===== src/rtl/ram_seq_pkg.sv =====
// Shared definitions for the RAM sequencer: the state encoding used by the
// sequencer and visible to anything that needs to decode its state.
package ram_seq_pkg;

    typedef enum logic [1:0] {
        IDLE  = 2'd0,
        CLEAR = 2'd1,
        LOAD  = 2'd2,
        DUMP  = 2'd3
    } state_e;

endpackage


===== src/rtl/ram_sequencer.sv =====
// RAM sequencer: walks an external async-read RAM from address 0 to 2^A-1
// to zero-fill it, fill it from a valid/ready input stream, or stream its
// contents out through a valid/ready output. One operation at a time; a
// single-cycle done pulse marks completion.
module ram_sequencer
    import ram_seq_pkg::*;
#(
    parameter int A = 4,
    parameter int D = 4
) (
    input  logic         clk,
    input  logic         rst_n,
    input  logic         start_clear,
    input  logic         start_load,
    input  logic         start_dump,
    input  logic [D-1:0] in_data,
    input  logic         in_valid,
    output logic         in_ready,
    output logic [D-1:0] out_data,
    output logic         out_valid,
    input  logic         out_ready,
    output logic         busy,
    output logic         done,
    output logic [A-1:0] mem_addr,
    output logic [D-1:0] mem_wdata,
    output logic         mem_we,
    input  logic [D-1:0] mem_rdata
);

    state_e         state_q, state_d;
    logic [A-1:0]   ptr_q, ptr_d;
    logic           done_q, done_d;
    logic           last;

    // The terminating step of every operation happens at the top address.
    assign last      = (ptr_q == {A{1'b1}});
    assign busy      = (state_q != IDLE);
    assign done      = done_q;
    assign mem_addr  = ptr_q;
    // Dump data comes straight from the RAM; it holds under backpressure
    // because the pointer does not move until the transfer completes.
    assign out_data  = mem_rdata;

    // State, pointer and done-pulse registers with synchronous reset.
    always_ff @(posedge clk) begin
        // NOTE: sequential state uses non-blocking assignments so every
        // register samples the pre-edge values of its neighbours.
        if (!rst_n) begin
            state_q <= IDLE;
            ptr_q   <= '0;
            done_q  <= 1'b0;
        end else begin
            state_q <= state_d;
            ptr_q   <= ptr_d;
            done_q  <= done_d;
        end
    end

    // Next-state, pointer advance and handshake/RAM outputs.
    always_comb begin
        // NOTE: every output of this block gets a default first so no path
        // leaves one unassigned and infers a latch.
        state_d   = state_q;
        ptr_d     = ptr_q;
        done_d    = 1'b0;
        in_ready  = 1'b0;
        out_valid = 1'b0;
        mem_we    = 1'b0;
        mem_wdata = '0;

        unique case (state_q)
            IDLE: begin
                // Clear wins over load, load wins over dump.
                if (start_clear) begin
                    state_d = CLEAR;
                    ptr_d   = '0;
                end else if (start_load) begin
                    state_d = LOAD;
                    ptr_d   = '0;
                end else if (start_dump) begin
                    state_d = DUMP;
                    ptr_d   = '0;
                end
            end

            CLEAR: begin
                mem_we = 1'b1;
                ptr_d  = ptr_q + A'(1);
                if (last) begin
                    state_d = IDLE;
                    done_d  = 1'b1;
                end
            end

            LOAD: begin
                in_ready  = 1'b1;
                mem_wdata = in_data;
                if (in_valid) begin
                    mem_we = 1'b1;
                    ptr_d  = ptr_q + A'(1);
                    if (last) begin
                        state_d = IDLE;
                        done_d  = 1'b1;
                    end
                end
            end

            DUMP: begin
                out_valid = 1'b1;
                if (out_ready) begin
                    ptr_d = ptr_q + A'(1);
                    if (last) begin
                        state_d = IDLE;
                        done_d  = 1'b1;
                    end
                end
            end

            default: state_d = IDLE;
        endcase
    end

endmodule


===== config.mk =====
export PLATFORM = sky130hd
export DESIGN_NAME = ram_sequencer
export DESIGN_NICKNAME = d
export VERILOG_FILES = /design/src/rtl/ram_seq_pkg.sv /design/src/rtl/ram_sequencer.sv
export SDC_FILE = /design/constraint.sdc
export NUM_CORES = 1
export LEC_CHECK = 0
export CAP_MARGIN = 0
export CORE_MARGIN = 2
export CORE_UTILIZATION = 39
export CTS_BUF_LIST = sky130_fd_sc_hd__clkbuf_16
export CTS_CLUSTER_SIZE = 20
export DETAILED_ROUTE_END_ITERATION = 8
export PLACE_DENSITY = 0.82
export SYNTH_ARGS = -nofsm -noshare
export SYNTH_HDL_FRONTEND = slang
export SYNTH_SLANG_ARGS = --single-unit

===== constraint.sdc =====
create_clock -name clk -period 2.4 [get_ports clk]
set_input_delay 0.48 -clock clk [delete_from_list [all_inputs] [get_ports clk]]
set_output_delay 0.48 -clock clk [all_outputs]
set_load 0.01 [all_outputs]

==> out/results.ini, run 1 <==
[die]
core-area_mm2=0.00132
fp.dieW_um=41.7
dieArea_mm2=0.00174
rows=13
die_y_um=41.7
initial_core_util=0.420
io_pins=32

[route]
drc=0
routedWlPerCell_um=12.4
wl_um=1220
vias=531
first_iter_violations=4
final_antenna_net_count=0
drt-vias-per-instance=5.42
first_pass_iters=4

[global_route]
grt_pass1_wl_um=1940
antenna_found_initial=0
overflow=0
grt_pass1_vias=455
track_usage=0.148
grt_max_degree=12

[worst_setup_path]
cp_num_buf_inv=2
startpoint=in_valid
cpMostUsedCell=clkdlybuf4s50_1
cp.required_ps=1920
r2r-start=state_q[0]$_SDFFE_PN0P_
cp_slowest_cell=clkdlybuf4s50_1
path_cells=clkdlybuf4s50_1, a21oi_1, nor2b_1, clkdlybuf4s50_1
crit_arrival_ps=1670
critical-path-top-delay-family=buffers and inverters
cp-end-kind=primary output
cp_max_fo=2
critPathMaxStageDelay_ps=540
start_kind=primary input
path_class=primary input to primary output

[timing]
maxSlewViolCount=0
whs_ps=520
post-route-min-period_ps=2150
tightest_slew_ps=574
tns_ps=0
maxSlewHeadroom=0.616
hold_viol=0
setup_viol=0
post-route-period-util=0.894
fmax_mhz=466
clock_skew_ps=3.54
rsz0062_at_grt=no

[clock_tree]
cts_resized=0
cts_max_path_buffers=2
clkSinkCount=7
cts_hold_buffers=0
post-cts-setup-buffers=0
root_buffer=clkbuf_16
htree_levels=1
cts_tree=built
cts_buffers=3
clk_latency_ps=230
clk_pin_slew_ps=30

[run_status]
status=completed

[power_and_ir_drop]
cellLeakagePower_nw=0.335
power_density_mw_per_mm2=891
irDropWorstVdd_mv=0.509

[synthesis]
avgSynthCellArea_um2=8.92
synthDominantCellAreaShare=0.253
synth_common_cells=dfxtp_1 (7), buf_4 (5), ha_1 (5)
syn-num-nets=82
synth_cell_types=31
synth_most_common_cell=dfxtp_1
synth_edf_count=0
netlist_instances=62
ys_async_sr_fraction=0
ys.flop_type=dfxtp_1
synth-seq-cells=7
synthTopCellsByArea=dfxtp_1 (25%), ha_1 (11%), buf_4 (6.8%)
seq_area_frac_synth=0.253
synthesis.area_um2=553
ys_warn_count=0
yosys.area.top_type=dfxtp_1

[hold_path]
min-delay-start=state_q[0]$_SDFFE_PN0P_
hold_class=flop to flop

[final_layout]
seqCellArea_um2=140
instances_no_fill=98
multi_input_area_um2=345
areaGrowthSynthToFinish_pct=52.0
finalNetCount=104
n_antenna_cell=0
drive_gt1_frac=0.108
filler_cell_count=123

[place]
place_inst=94
gp_congestion=0.732
portBuffers=23
dp_hpwl_um=923

[run]
timing.max_cap.violations=0

-- layout by cell type, fill, tap and decap left out, types with 2 or more instances in the layout --
cell and n:
o41ai_1 2, buf_4 2, a21boi_1 3, dfxtp_1 7, ha_1 5, nand2_1 2, nor2_1 2, clkbuf_16 3
and2_1 4, nand2b_1 2, or4_1 3, nor2b_4 2, o22ai_1 2, clkdlybuf4s50_1 23, a21oi_1 2, inv_1 3
a31oi_1 2
-- metrics by stage --
stage	utilization	cell area, um2	power, mW	worst slack, ps
4_1_cts	0.638	841	0.756	239
5_1_grt	0.638	841	0.792	135
3_5_place_dp	0.577	761	0.467	233
6_report	0.638	841	0.749	253
2_1_floorplan	-	553	0.342	787
3_3_place_gp	0.577	761	0.458	230
-- registers in the layout (all words and copies together), names as in the netlist --
name and flops:
done 1, mem_addr 4, state_q 2
-- worst min-delay path, stage by stage (launching register included) --
cell and delay [ps]:
dfxtp_1 320, nand2_1 70, o22ai_1 70
-- routing by layer --
| layer | vias up | track usage | part of all wire |
|---|---|---|---|
| li1 | 266 | - | - |
| met1 | 240 | 0.183 | 0.44 |
| met2 | 22 | 0.206 | 0.45 |
| met3 | 3 | 0.0565 | 0.081 |
| met4 | 0 | 0.110 | 0.026 |
| met5 | - | 0 | 0 |
-- worst paths after layout --
path,end,slack (ps),cells after the start
worst max-delay path,mem_we,250,4
worst min-delay path,state_q[0]$_SDFFE_PN0P_,520,2
worst min register to register,state_q[0]$_SDFFE_PN0P_,520,2
worst max register to register,state_q[0]$_SDFFE_PN0P_,720,6
-- cell type report --
cell class | count | area share
clock inverters | 1 | 0.00595
clock buffers | 3 | 0.0893
inverters | 3 | 0.0134
well taps | 15 | 0.0223
multi-input cells | 44 | 0.411
flip-flops and latches | 7 | 0.167
repair buffers | 25 | 0.292
-- power breakdown --
part / internal [mW] / leakage [nW] / switching, mW / total [mW]
clock network: 0.219 / 0.0409 / 0.0671 / 0.286
logic: 0.165 / 0.237 / 0.137 / 0.302
registers: 0.137 / 0.0571 / 0.0241 / 0.161
total: 0.521 / 0.335 / 0.228 / 0.749
-- logic make-up (layout without fill, tap and decap cells) --
| kind of cell | count (synthesis) | after routing | synth area share |
|---|---|---|---|
| fa+ha+maj | 5 | 5 | 0.113 |
| simple gates | 24 | 24 | 0.312 |
| buf+inv | 11 | 32 | 0.122 |
| flops | 7 | 7 | 0.253 |
| compound gates | 15 | 15 | 0.199 |
Note: power is estimated with default switching activity, not from simulation.
==> run 2: changes to the inputs <==
Settings changed: CAP_MARGIN 0 to 10.
==> results of run 2 <==
Final layout, timing and power as in run 1 (identical DEF).
==> run 3: changes to the inputs <==
Settings changed: SLEW_MARGIN set to 10.
==> results of run 3 <==
Final layout, timing and power as in run 1 (identical DEF).
